**src/rtl/rle_decomp_ctrl_if.sv**
```systemverilog
// Compressed-memory read port and pixel-write handshake shared by the
// RLE sequencer (master) and the memory / image buffer side (slave).
interface rle_decomp_ctrl_if #(
    parameter int ADDR_W = 11,
    parameter int PIX_W  = 14
);
    logic              mem_rd_en;
    logic [ADDR_W-1:0] mem_addr;
    logic [15:0]       mem_rdata;
    logic              pix_valid;
    logic              pix_ready;
    logic [PIX_W-1:0]  pix_addr;
    logic              pix_bit;

    modport master (
        output mem_rd_en,
        output mem_addr,
        input  mem_rdata,
        output pix_valid,
        output pix_addr,
        output pix_bit,
        input  pix_ready
    );

    modport slave (
        input  mem_rd_en,
        input  mem_addr,
        output mem_rdata,
        input  pix_valid,
        input  pix_addr,
        input  pix_bit,
        output pix_ready
    );
endinterface

```
**src/rtl/rle_decomp_ctrl.sv**
```systemverilog
// Run-length decompression sequencer: fetches 16-bit RLE words and
// expands each run into pixel writes toward the image buffer.
module rle_decomp_ctrl #(
    parameter int NUM_WORDS    = 1631,
    parameter int TOTAL_PIXELS = 16384,
    parameter int ADDR_W       = 11,
    parameter int PIX_W        = 14
) (
    input  logic              clk,
    input  logic              rst,
    input  logic              start_i,
    rle_decomp_ctrl_if.master bus,
    output logic              busy_o,
    output logic              done_o,
    output logic              err_short_o,
    output logic              err_long_o
);

    typedef enum logic [2:0] {
        S_IDLE,
        S_FETCH,
        S_WAIT,
        S_EMIT,
        S_DONE
    } state_t;

    localparam logic [PIX_W:0]    TOTAL_C     = (PIX_W+1)'(TOTAL_PIXELS);
    localparam logic [PIX_W:0]    ONE_PIX     = (PIX_W+1)'(1);
    localparam logic [ADDR_W-1:0] LAST_WORD_C = ADDR_W'(NUM_WORDS - 1);
    localparam logic [ADDR_W-1:0] ONE_WORD    = ADDR_W'(1);
    localparam logic [14:0]       ONE_RUN     = 15'd1;

    state_t            state_q, state_d;
    logic [ADDR_W-1:0] word_idx_q, word_idx_d;
    logic [PIX_W:0]    pix_cnt_q, pix_cnt_d;
    logic [14:0]       run_left_q, run_left_d;
    logic              run_bit_q, run_bit_d;
    logic              err_short_q, err_short_d;
    logic              err_long_q, err_long_d;

    logic           last_word;
    logic [PIX_W:0] pix_inc;

    assign last_word = (word_idx_q == LAST_WORD_C);
    assign pix_inc   = pix_cnt_q + ONE_PIX;

    always_ff @(posedge clk or posedge rst) begin
        if (rst) begin
            state_q     <= S_IDLE;
            word_idx_q  <= '0;
            pix_cnt_q   <= '0;
            run_left_q  <= '0;
            run_bit_q   <= 1'b0;
            err_short_q <= 1'b0;
            err_long_q  <= 1'b0;
        end else begin
            state_q     <= state_d;
            word_idx_q  <= word_idx_d;
            pix_cnt_q   <= pix_cnt_d;
            run_left_q  <= run_left_d;
            run_bit_q   <= run_bit_d;
            err_short_q <= err_short_d;
            err_long_q  <= err_long_d;
        end
    end

    always_comb begin
        state_d     = state_q;
        word_idx_d  = word_idx_q;
        pix_cnt_d   = pix_cnt_q;
        run_left_d  = run_left_q;
        run_bit_d   = run_bit_q;
        err_short_d = err_short_q;
        err_long_d  = err_long_q;

        unique case (state_q)
            S_IDLE, S_DONE: begin
                if (start_i) begin
                    state_d     = S_FETCH;
                    word_idx_d  = '0;
                    pix_cnt_d   = '0;
                    err_short_d = 1'b0;
                    err_long_d  = 1'b0;
                end
            end
            S_FETCH: begin
                state_d = S_WAIT;
            end
            S_WAIT: begin
                run_bit_d  = bus.mem_rdata[15];
                run_left_d = bus.mem_rdata[14:0];
                if (bus.mem_rdata[14:0] != '0) begin
                    state_d = S_EMIT;
                end else if (last_word) begin
                    state_d     = S_DONE;
                    err_short_d = (pix_cnt_q < TOTAL_C);
                end else begin
                    state_d    = S_FETCH;
                    word_idx_d = word_idx_q + ONE_WORD;
                end
            end
            S_EMIT: begin
                if (bus.pix_ready) begin
                    pix_cnt_d  = pix_inc;
                    run_left_d = run_left_q - ONE_RUN;
                    // Image full: anything left in the run or stream is excess
                    if (pix_inc == TOTAL_C) begin
                        state_d    = S_DONE;
                        err_long_d = (run_left_q != ONE_RUN) || !last_word;
                    end else if (run_left_q == ONE_RUN) begin
                        if (last_word) begin
                            state_d     = S_DONE;
                            err_short_d = (pix_inc < TOTAL_C);
                        end else begin
                            state_d    = S_FETCH;
                            word_idx_d = word_idx_q + ONE_WORD;
                        end
                    end
                end
            end
            default: begin
                state_d = S_IDLE;
            end
        endcase
    end

    always_comb begin
        bus.mem_rd_en = (state_q == S_FETCH);
        bus.mem_addr  = (state_q == S_FETCH) ? word_idx_q : '0;
        bus.pix_valid = (state_q == S_EMIT);
        bus.pix_addr  = (state_q == S_EMIT) ? pix_cnt_q[PIX_W-1:0] : '0;
        bus.pix_bit   = (state_q == S_EMIT) ? run_bit_q : 1'b0;
    end

    assign busy_o      = (state_q == S_FETCH) || (state_q == S_WAIT)
                      || (state_q == S_EMIT);
    assign done_o      = (state_q == S_DONE);
    assign err_short_o = err_short_q;
    assign err_long_o  = err_long_q;

endmodule

```
**src/flat_wrapper.sv**
```systemverilog
// flat-port wrapper written by rule: the top's interface ports become plain ports
module rle_decomp_ctrl_flat 
#(
    parameter int NUM_WORDS    = 1631,
    parameter int TOTAL_PIXELS = 16384,
    parameter int ADDR_W       = 11,
    parameter int PIX_W        = 14
)
  (clk, rst, start_i, busy_o, done_o, err_short_o, err_long_o, bus_mem_rd_en, bus_mem_addr, bus_mem_rdata, bus_pix_valid, bus_pix_addr, bus_pix_bit, bus_pix_ready);
  rle_decomp_ctrl_if #(.ADDR_W(ADDR_W), .PIX_W(PIX_W)) bus_i ();
  input  logic clk;
  input  logic rst;
  input  logic start_i;
  output logic busy_o;
  output logic done_o;
  output logic err_short_o;
  output logic err_long_o;
  output wire logic [$bits(bus_i.mem_rd_en)-1:0] bus_mem_rd_en;
  output wire logic [$bits(bus_i.mem_addr)-1:0] bus_mem_addr;
  input wire logic [$bits(bus_i.mem_rdata)-1:0] bus_mem_rdata;
  output wire logic [$bits(bus_i.pix_valid)-1:0] bus_pix_valid;
  output wire logic [$bits(bus_i.pix_addr)-1:0] bus_pix_addr;
  output wire logic [$bits(bus_i.pix_bit)-1:0] bus_pix_bit;
  input wire logic [$bits(bus_i.pix_ready)-1:0] bus_pix_ready;
  assign bus_mem_rd_en = bus_i.mem_rd_en;
  assign bus_mem_addr = bus_i.mem_addr;
  assign bus_i.mem_rdata = bus_mem_rdata;
  assign bus_pix_valid = bus_i.pix_valid;
  assign bus_pix_addr = bus_i.pix_addr;
  assign bus_pix_bit = bus_i.pix_bit;
  assign bus_i.pix_ready = bus_pix_ready;
  rle_decomp_ctrl #(.NUM_WORDS(NUM_WORDS), .TOTAL_PIXELS(TOTAL_PIXELS), .ADDR_W(ADDR_W), .PIX_W(PIX_W)) u_core (.clk(clk), .rst(rst), .start_i(start_i), .bus(bus_i), .busy_o(busy_o), .done_o(done_o), .err_short_o(err_short_o), .err_long_o(err_long_o));
endmodule
```
**config.mk**
```make
export PLATFORM = sky130hd
export DESIGN_NAME = rle_decomp_ctrl_flat
export DESIGN_NICKNAME = d
export VERILOG_FILES = /design/src/rtl/rle_decomp_ctrl_if.sv /design/src/rtl/rle_decomp_ctrl.sv /design/src/flat_wrapper.sv
export SDC_FILE = /design/constraint.sdc
export NUM_CORES = 1
export LEC_CHECK = 0
export ABC_AREA = 1
export ABC_CLOCK_PERIOD_IN_PS = 2000
export BUFFER_PORTS_ARGS = -buffer_cell sky130_fd_sc_hd__buf_2
export CAP_MARGIN = 20
export CORE_MARGIN = 4
export CORE_UTILIZATION = 45
export CTS_BUF_LIST = sky130_fd_sc_hd__clkbuf_2 sky130_fd_sc_hd__clkbuf_4 sky130_fd_sc_hd__clkbuf_8
export DETAILED_ROUTE_END_ITERATION = 10
export GPL_TIMING_DRIVEN = 0
export PLACE_DENSITY = 0.79
export SYNTH_ARGS = -nofsm -noshare
export SYNTH_HDL_FRONTEND = slang
export SYNTH_SLANG_ARGS = --single-unit
```
**constraint.sdc**
```tcl
create_clock -name clk -period 2 [get_ports clk]
set_input_delay 0.2 -clock clk [delete_from_list [all_inputs] [get_ports clk]]
set_output_delay 0.2 -clock clk [all_outputs]
set_load 0.05 [all_outputs]
```
-- Word-level counts from Yosys, hierarchy flattened
Index checks and enable logic that the tools add are counted.
- add/subtract/negate cells: 3
- order comparisons: 2
- equal/unequal tests: 17
- mux-type cells: 33
- reductions and logical operators: 16
- operators by type and width (kind ; number):
    two-way mux 11 bit ; 7
    case mux 15 bit (2 select lines) ; 2
    two-way mux 15 bit ; 3
    case mux 11 bit (3 select lines) ; 1
    < comparator 15 bit, second input constant ; 2
    two-way mux 3 bit ; 6
    adder 15 x 1 -> 15 bit, second input constant ; 1
    == test 15 x 1 -> 1 bit, second input constant ; 1
    == test 15 bit, second input constant ; 1
    != test 15 x 1 -> 1 bit, second input constant ; 1
    nonzero test 15 bit ; 1
    subtractor 15 x 1 -> 15 bit, second input constant ; 1
    two-way mux 14 bit ; 1
    case mux 3 bit (4 select lines) ; 1
    adder 11 x 1 -> 11 bit, second input constant ; 1
    == test 11 bit, second input constant ; 1
    two-way mux 1 bit ; 10
    != test 2 x 1 -> 1 bit, second input constant ; 5
    AND reduction 8 bit ; 1
    == test 3 x 2 -> 1 bit, second input constant ; 2
    != test 2 bit, second input constant ; 3
    AND reduction 3 bit ; 2
    AND reduction 6 bit ; 1
    AND reduction 4 bit ; 1
    12 further kinds ; 15
- register bits: 47
- input bits: 20

-- Depth between registers and ports, before layout
Gate-level depths: netlist (run 1).
- word-level depth: 7
- gate-level depth with buffers: 15
- depth with buffers taken out: 15

-- Worst setup path before layout (run 1)
OpenSTA, ideal clock, no wires.
- path kind: register to output
- start point: register u_core.state_q[0]
- end point: output port bus_mem_addr[0]
- arrival time: 2.661 ns
- data required time: 1.800 ns
- setup slack: -0.861 ns
- cell stages (with the launch flop): 6
- path buffers: 1
- cell sequence: dfrtp_1 -> inv_1 -> nor3_1 -> inv_1 -> clkbuf_1 -> nor2_1
- word-level cells in the longest chain between the ends: 2
- RTL lines (what ; RTL line ; source):
    start: declaration ; rle_decomp_ctrl.sv:33 ; state_t state_q, state_d;
    start signal: assignment ; rle_decomp_ctrl.sv:57 ; state_q <= state_d;
    == test 3 x 1 -> 1 bit ; n/a ;
    named net bus_mem_rd_en ; flat_wrapper.sv:18 ; output wire logic [$bits(bus_i.mem_rd_en)-1:0] bus_mem_rd_en;
    two-way mux 11 bit ; rle_decomp_ctrl.sv:129 ; bus.mem_addr = (state_q == S_FETCH) ? word_idx_q : '0;
    end: declaration ; flat_wrapper.sv:19 ; output wire logic [$bits(bus_i.mem_addr)-1:0] bus_mem_addr;
The timed path passes the listed nets, and every way through them passes these cells.

-- Worst setup path in the final report (run 1)
- start point: register u_core.state_q[1]
- end point: register u_core.word_idx_q[3]
- word-level cells in the longest chain between the ends: 4
- elaborated cells between the ends (all ways): 13
- classes of those cells: eq/ne (8); mux (1); reduce/logical (4)
- RTL lines (what ; RTL line ; source):
    == test 3 bit or zero test 3 bit (tied branches) ; rle_decomp_ctrl.sv:76 ; unique case (state_q)
    OR reduction 2 bit ; rle_decomp_ctrl.sv:76 ;
    != test 2 bit (no line) or nonzero test 3 bit (tied branches) ; n/a ;
    AND reduction 6 bit (no line) ; n/a ;
    end signal: assignment ; rle_decomp_ctrl.sv:58 ; word_idx_q <= word_idx_d;
    end: declaration ; rle_decomp_ctrl.sv:34 ; logic [ADDR_W-1:0] word_idx_q, word_idx_d;
Parallel ways exist; a longest one is shown, timed or not.
A chain may end at the register's enable or synchronous reset.

==> key figures, run 1 <==
Outcome
  – Status: complete, but fails checks
  – Failing checks: setup timing

Yosys
  – Top cells by area, synth: dfrtp_1, nand2_1, nor2_1
  – Top cell type's share of synthesized area: a little over a third
  – Top FF cell, synth: dfrtp_1
  – Mapped Area: between 3000 and 4000 µm²
  – Ys async rst share: 100%
  – Ys Warns: 0
  – Post-synth EDFFs: 0
  – Seq/Total Area, Yosys: a little over a third
  – Netlist cell types: 40
  – Synth area leader: dfrtp_1
  – Cells after Synth: ~480
  – Synthesized area per cell: ~7 µm²
  – Mapped Nets: ~500
  – Seq cells post-synth: 47

STA
  – Worst slew pin tran: between 0.5 and 0.6 ns
  – Fmax: roughly 0.5 GHz
  – Clock Skew: between 0.01 and 0.015 ns
  – RSZ-0062 raised after global routing: yes
  – Headroom to the max-slew limit: 66.3%
  – Setup violators final: 6
  – Fin. Hold Viols: 0
  – Final period util: 101%
  – Final WS setup: -0.0268 ns
  – Post-layout min period: 2.03 ns
  – Max-slew violation count: 0

Clock network
  – Max H-tree Level: 2
  – Clk root buf: clkbuf_8
  – Worst skew pair latency: roughly 0.31 ns
  – Clock-pin slew on the worst setup and hold paths: 0.10 ns
  – CTS tree: built
  – Clock sink count: 47
  – Max Root-Sink Buffers: 2
  – Inserted Clock Buffers: 5

GRT
  – Largest net degree at the start of global routing: 33
  – Initial antenna violation count: 0
  – Vias in the first global route: between 3000 and 4000
  – First-pass GRT wire length: around 14000 µm
  – Total grt overflow: 0
  – All-Layer GR Usage: slightly below 20%

Route
  – Detailed Route Iter0 Violations: roughly 240
  – DR vias/cell: 5.24
  – Routed wire length per instance: between 10 and 15 µm
  – First-pass detailed-route iteration total: 5
  – WL met3: 493 µm
  – Wire length on met1: about 3900 µm
  – Detailed-route DRC error count: 0
  – Routed wire length: 8850 µm
  – Vias: roughly 3400
  – Met2 WL: 4340 µm
  – DRT antenna net count: 0
  – Top sig layer: met4

Cells and area
  – Finished layout cell area: about 4300 µm²
  – Fillers: about 650
  – Area Overhead vs Synth: 29.3%
  – Fin nets: between 500 and 600
  – Finished Layout Cells: 648
  – Layout cells sized above 1: approximately 35%
  – Antenna cells: 0

Placed design
  – DP Wirelength: between 6000 and 7000 µm
  – Gpl congestion: 0.902
  – Dpl cells: 627
  – Post-DP Area: around 3800 µm²
  – IO buf count: 51

Die
  – Rows: 31
  – Die Span Y: 93.9 µm
  – Initial Utilization: a little under half
  – I/O pins: 52
  – Die ar.: 8820 µm²
  – Core Area: between 7000 and 8000 µm²
  – Die width: around 94 µm

Power and ir drop
  – Leakage power: roughly 1.9 nW
  – Peak VDD IR: approximately 0.65 mV
  – Power density cells: approximately 1500 nW/µm²

Setup path
  – R2R depth: 12
  – R2R Path End: u_core.word_idx_q[3]
  – Crit Path Category: reg -> reg
  – Slowest CP cell: dfrtp_1
  – Endpoint class of the critical path: register
  – Worst Path Buf+Inv: 3
  – Worst R2R Start: u_core.state_q[1]
  – Critical path required time: 2.20 ns
  – Reg2Reg Setup Slack: -0.03 ns
  – CP Launch Type: register
  – Cell family with most CP delay: simple AND/OR/NAND/NOR gates
  – CP max stage delay: 0.42 ns
  – Critical path, cell by cell: inv_2 > nor2_2 > buf_6 > nand2_2 > nor2_1 > a21oi_2 > o2111ai_2 > nor2_2 > nand2_8 > clkbuf_16 > nand2_2 > o21ai_2
  – Arrival time worst endpoint: 2.23 ns
  – Critical path fanouts, max: 5

Min path
  – Hold Crit Start: bus_mem_rdata[15]
  – Hold Path Class: in -> reg
  – Hold Crit Depth: 3
  – Hold-critical path endpoint: u_core.run_bit_q

Job
  – MaxCap Viol Count: 0
## tightest hold or removal path, delay by kind of cell
| kind | cells | cell delay, ns |
|---|---|---|
| AOI/OAI and AO/OA | 1 | 0.08 |
| buffers and inverters | 1 | 0.10 |
| and+or+nand+nor | 1 | 0.05 |
## per-stage QoR
step	setup TNS, ns	hold slack [ns]	utilization (%)	total power (W)	setup slack [ns]
6_report	-0.104	0.158	59.5	0.00649	-0.0268
5_1_grt	-1.34	0.145	59.5	0.00701	-0.122
4_1_cts	0	0.148	55.3	0.00593	0.00225
3_5_place_dp	-3.41	0.214	52.2	0.00516	-0.187
3_3_place_gp	-2.32	0.444	51.9	0.00505	-0.120
2_1_floorplan	-1.24	0.321	-	0.00439	-0.0731
## cell type report
type | instances | area (µm²) | area share (%)
Timing Repair Buffer | 66 | 507 | 11.8
Clock buffer | 6 | 76.3 | 1.78
Sequential cell | 47 | 1180 | 27.5
Inverter | 59 | 229 | 5.33
Clock inverter | 2 | 12.5 | 0.291
Multi-Input combinational cell | 357 | 2040 | 47.5
Buffer | 12 | 128 | 2.97
Tap cell | 99 | 124 | 2.88
## per-layer routing
metal  GRT usage, %  up-vias
li1               -     1676
met1           26.7     1587
met2           32.6      118
met3           2.96       13
met4           6.62        0
met5              0        -
## how the worst max path moves through the flow
stage / startpoint / to / slack [ns] / cells past startpoint
floorplan: u_core.state_q[2] / bus_pix_addr[10] / -0.07 / 6
global placement: u_core.state_q[2] / bus_pix_addr[7] / -0.12 / 7
detailed placement: u_core.state_q[2] / bus_pix_addr[7] / -0.19 / 7
CTS: u_core.state_q[1] / bus_mem_addr[5] / 0.002 / 6
global route: u_core.pix_cnt_q[0] / u_core.word_idx_q[6] / -0.12 / 14
finish: u_core.state_q[1] / u_core.word_idx_q[3] / -0.03 / 12
## cell usage in the layout (no fill, tap or decap), types with 8 or more instances in the layout
| cell | instances |
|---|---|
| inv_1 | 51 |
| nand2_2 | 24 |
| o21ai_1 | 16 |
| o21ai_0 | 26 |
| dfrtp_1 | 44 |
| nand4_1 | 9 |
| buf_6 | 14 |
| nand2_1 | 103 |
| nor2_2 | 30 |
| nor2_1 | 46 |
| o22ai_1 | 9 |
| a21oi_1 | 8 |
| nand3_1 | 22 |
| o21ai_2 | 12 |
| buf_2 | 33 |
| buf_4 | 17 |
## Yosys cell counts (2+ instances only)
cell	n
nand2_1	114
inv_2	5
clkbuf_1	5
dfrtp_1	47
o21ai_2	10
nand2_2	14
o31ai_1	2
o21ai_1	17
nand4_1	9
buf_2	2
nand3_1	24
nand3b_1	3
buf_6	3
o22ai_1	9
o21ai_0	27
xor2_1	7
nor2_4	3
nand3_2	3
ha_1	5
nor2_1	71
nor2_2	9
or2_2	3
nor3_1	6
buf_12	2
inv_1	53
a21oi_1	8
nand2_4	2
## logic make-up after synthesis
logic type | synth area share [%]
AO/OA/AOI/OAI | 14.2
XOR/XNOR | 2.11
adder cells (fa/ha/maj) | 1.88
buffers and inverters | 9.94
flip-flops | 35.4
AND/OR/NAND/NOR | 36.5
## state kept, by name (all words and copies together) (netlist names)
name,count
u_core.run_bit_q,1
u_core.state_q,3
u_core.run_left_q,15
u_core.err_short_o,1
u_core.err_long_o,1
u_core.pix_cnt_q,15
u_core.word_idx_q,11
## report_power, final
part / switching [W] / internal [W] / total [W]
Combinational: 0.00261 / 0.00156 / 0.00417
Sequential: 0.000394 / 0.00132 / 0.00172
Clock: 0.000344 / 0.000259 / 0.000603
## what timing repair did
action                                  CTS  global route
endpoints found under the setup margin   57            60
pin swaps                                 0            11
setup buffers                             6             5
hold buffers                              1             0
endpoints found under the hold margin    15             0
resized for setup                        31            69
cloned                                    0             2
Power figures use the tool's default switching activity.
==> inputs of run 2 (changes only) <==
- ABC_AREA: 1 -> unset
==> key figures, run 2 <==
Outcome
  – Status: complete, but fails checks (unchanged)
  – Failing checks: setup timing (unchanged)

Cells and area
  – Area of the multi-input gates: 2060 µm² (was 2040 µm²)
  – Layout cells sized above 1: 32.2% (was 34.6%)
  – Fin nets: 515 (was 573)
  – Final Util: 62.6% (was 59.5%)
  – Area Overhead vs Synth: 33.9% (was 29.3%)
  – Register Area: 1180 µm² (about the same)
  – Commonest non-fill, non-tap cell in the layout: o21ai_0 (was nand2_1)
  – Finished layout cell area: 4270 µm² (was 4290 µm²)
  – Largest registers: u_core.pix_cnt_q x15, u_core.run_left_q x15, u_core.word_idx_q x11 (unchanged)
  – Fillers: 594 (was 654)
  – Antenna cells: 0 (unchanged)
  – Most frequent cells in the layout: o21ai_0, dfrtp_1, buf_2 (was nand2_1, inv_1, nor2_1)

Yosys
  – Mapped Nets: 429 (was 501)
  – Top FF cell, synth: dfrtp_1 (unchanged)
  – Top cell type's share of synthesized area: 36.8% (was 35.4%)
  – Seq/Total Area, Yosys: 36.8% (was 35.4%)
  – Ys Warns: 0 (unchanged)
  – Post-synth EDFFs: 0 (unchanged)
  – Top cells by area, synth: dfrtp_1, o21ai_0, nor2_1 (was dfrtp_1, nand2_1, nor2_1)
  – Cell with the most instances after synthesis: o21ai_0 (was nand2_1)
  – Synth area leader: dfrtp_1 (unchanged)
  – Netlist cell types: 51 (was 40)
  – Ys async rst share: 100% (unchanged)
  – Synth cell count leaders: o21ai_0, dfrtp_1, nor2_1, nand2_1, and3_1 (was nand2_1, nor2_1, inv_1, dfrtp_1, o21ai_0)
  – Synthesized area per cell: 7.90 µm² (was 6.98 µm²)
  – Cells after Synth: 404 (was 476)
  – Mapped Area: 3190 µm² (was 3320 µm²)
  – Seq cells post-synth: 47 (unchanged)

Setup path
  – Arrival time worst endpoint: 2.46 ns (was 2.23 ns)
  – Endpoint class of the critical path: register (unchanged)
  – Critical path required time: 2.19 ns (was 2.20 ns)
  – R2R depth: 9 (was 12)
  – Critical path fanouts, max: 10 (was 5)
  – Crit Path Category: reg -> reg (unchanged)
  – CP Launch Type: register (unchanged)

Clock network
  – Clk root buf: clkbuf_8 (unchanged)
  – Max H-tree Level: 2 (unchanged)
  – Max Root-Sink Buffers: 2 (unchanged)
  – CTS tree: built (unchanged)
  – Clock-pin slew on the worst setup and hold paths: 0.09 ns (was 0.10 ns)
  – Inserted Clock Buffers: 5 (unchanged)
  – Worst skew pair latency: 0.30 ns (was 0.31 ns)
  – Clock sink count: 47 (unchanged)

Route
  – Routed wire length: 10200 µm (was 8850 µm)
  – Routed wire length per instance: 17.3 µm (was 13.7 µm)
  – Detailed-route DRC error count: 0 (unchanged)
  – DR vias/cell: 6.18 (was 5.24)
  – Detailed Route Iter0 Violations: 344 (was 237)
  – DRT antenna net count: 0 (unchanged)
  – First-pass detailed-route iteration total: 6 (was 5)
  – Vias: 3627 (was 3394)

Placed design
  – Post-DP Area: 3660 µm² (was 3760 µm²)
  – IO buf count: 51 (unchanged)
  – Gpl congestion: 0.864 (was 0.902)
  – DP Wirelength: 6550 µm (was 6370 µm)

Power and ir drop
  – Power density cells: 769 nW/µm² (was 1510 nW/µm²)
  – Overall Power: 0.00329 W (was 0.00649 W)
  – Leakage power: 1.94 nW (was 1.90 nW)
  – Peak VDD IR: 0.665 mV (was 0.645 mV)

Die
  – Die Span Y: 92.2 µm (was 93.9 µm)
  – Rows: 30 (was 31)
  – Initial Utilization: 46.7% (was 46.0%)
  – Die ar.: 8510 µm² (was 8820 µm²)
  – Die width: 92.2 µm (was 93.9 µm)
  – I/O pins: 52 (unchanged)
  – Core Area: 6830 µm² (was 7210 µm²)

GRT
  – Total grt overflow: 0 (unchanged)
  – Largest net degree at the start of global routing: 26 (was 33)
  – First-pass GRT wire length: 16100 µm (was 14100 µm)
  – Vias in the first global route: 3440 (was 3019)
  – Initial antenna violation count: 0 (unchanged)
  – All-Layer GR Usage: 23.2% (was 19.8%)

STA
  – Fmax: 0.440 GHz (was 0.493 GHz)
  – Post-layout min period: 2.27 ns (was 2.03 ns)
  – Final WS setup: -0.272 ns (was -0.0268 ns)
  – RSZ-0062 raised after global routing: yes (unchanged)
  – Clock Skew: 0.00737 ns (was 0.0102 ns)
  – Setup violators final: 16 (was 6)
  – Fin. Hold Viols: 0 (unchanged)
  – Headroom to the max-slew limit: 62.8% (was 66.3%)
  – Max-slew violation count: 0 (unchanged)
  – Worst slew pin tran: 0.554 ns (was 0.501 ns)
  – Final period util: 114% (was 101%)
  – Setup total negative slack: -3.47 ns (was -0.104 ns)

Min path
  – Hold Path Class: in -> reg (unchanged)
  – Hold Crit Depth: 2 (was 3)

Job
  – MaxCap Viol Count: 0 (unchanged)
## run 2: cell types whose count changed in the layout (fill, tap and decap cells not counted), sizes merged, moves of 9 or more
cell,previous run,this run
and2,0,13
nor2,83,43
a31oi,0,9
o21ai,54,68
and3,1,23
buf,67,88
inv,59,8
o22ai,9,0
nand3,28,10
a21oi,9,20
nand2,130,33
nor4,1,10
## run 2: kinds of logic after synthesis
kind of cell    Yosys count  synth area share [%]
simple gates            176                  29.5
compound gates          132                  24.5
flops                    47                  36.8
buf+inv                  36                  4.86
xor+xnor                  6                  1.65
fa+ha+maj                 5                  1.96
mux                       2                 0.705
## run 2: metrics by stage
stage / cells / hold WS [ns] / worst slack (ns)
after floorplan: 404 / 0.352 / -0.0357
after global placement: 551 / 0.451 / -0.709
after detailed placement: 552 / 0.275 / -0.704
after CTS: 582 / 0.139 / -0.273
after global routing: 587 / 0.134 / -0.367
final: 587 / 0.141 / -0.272
## run 2: cell type report
class                   instances  area share, %
flip-flops and latches         47           27.7
plain buffers                  27           4.65
inverters                       8          0.703
clock inverters                 2          0.820
well taps                      96           2.81
multi-input cells             321           48.2
clock buffers                   6           1.93
repair buffers                 80           13.2
## run 2: critical path, stage by stage, from the launching register on
cell and delay (ns):
dfrtp_1 0.38, clkbuf_4 0.20, xor2_1 0.19, nor4_4 0.28, a211oi_2 0.10, nor4_2 0.35
buf_4 0.18, and3_1 0.15, o21ai_1 0.06, mux2_2 0.28
## run 2: timing repair
item                       in CTS  in global routing
hold endpoints to repair       22                  0
pin swaps                      12                 22
hold buffers                    1                  0
resized for setup              58                 55
gates cloned                    2                  0
setup endpoints to repair      68                 57
buffers inserted               20                  5
## run 2: worst paths after layout
path,from,to,slack [ns]
min in group asynchronous,rst,u_core.word_idx_q[2],0.47
setup / recovery,u_core.pix_cnt_q[8],u_core.err_long_o,-0.27
hold reg to reg,u_core.run_left_q[13],u_core.run_left_q[13],0.51
setup reg to reg,u_core.pix_cnt_q[8],u_core.err_long_o,-0.27
hold / removal,bus_mem_rdata[15],u_core.run_bit_q,0.14
max in group asynchronous,rst,u_core.pix_cnt_q[4],1.00
## run 2: metal layers
layer | routed length, µm | up-vias | part of all wire, % | track usage [%]
met5 | 0 | - | 0 | 0
met4 | 362 | 0 | 3.6 | 10.5
met2 | 4950 | 196 | 49 | 37.9
li1 | - | 1653 | - | -
met1 | 4090 | 1735 | 40 | 29.6
met3 | 761 | 43 | 7.5 | 4.27
## run 2: where the power goes
group          switching, W  internal (W)
Combinational      0.000658      0.000489
Sequential         0.000245       0.00116
Clock              0.000337      0.000405
Total               0.00124       0.00205
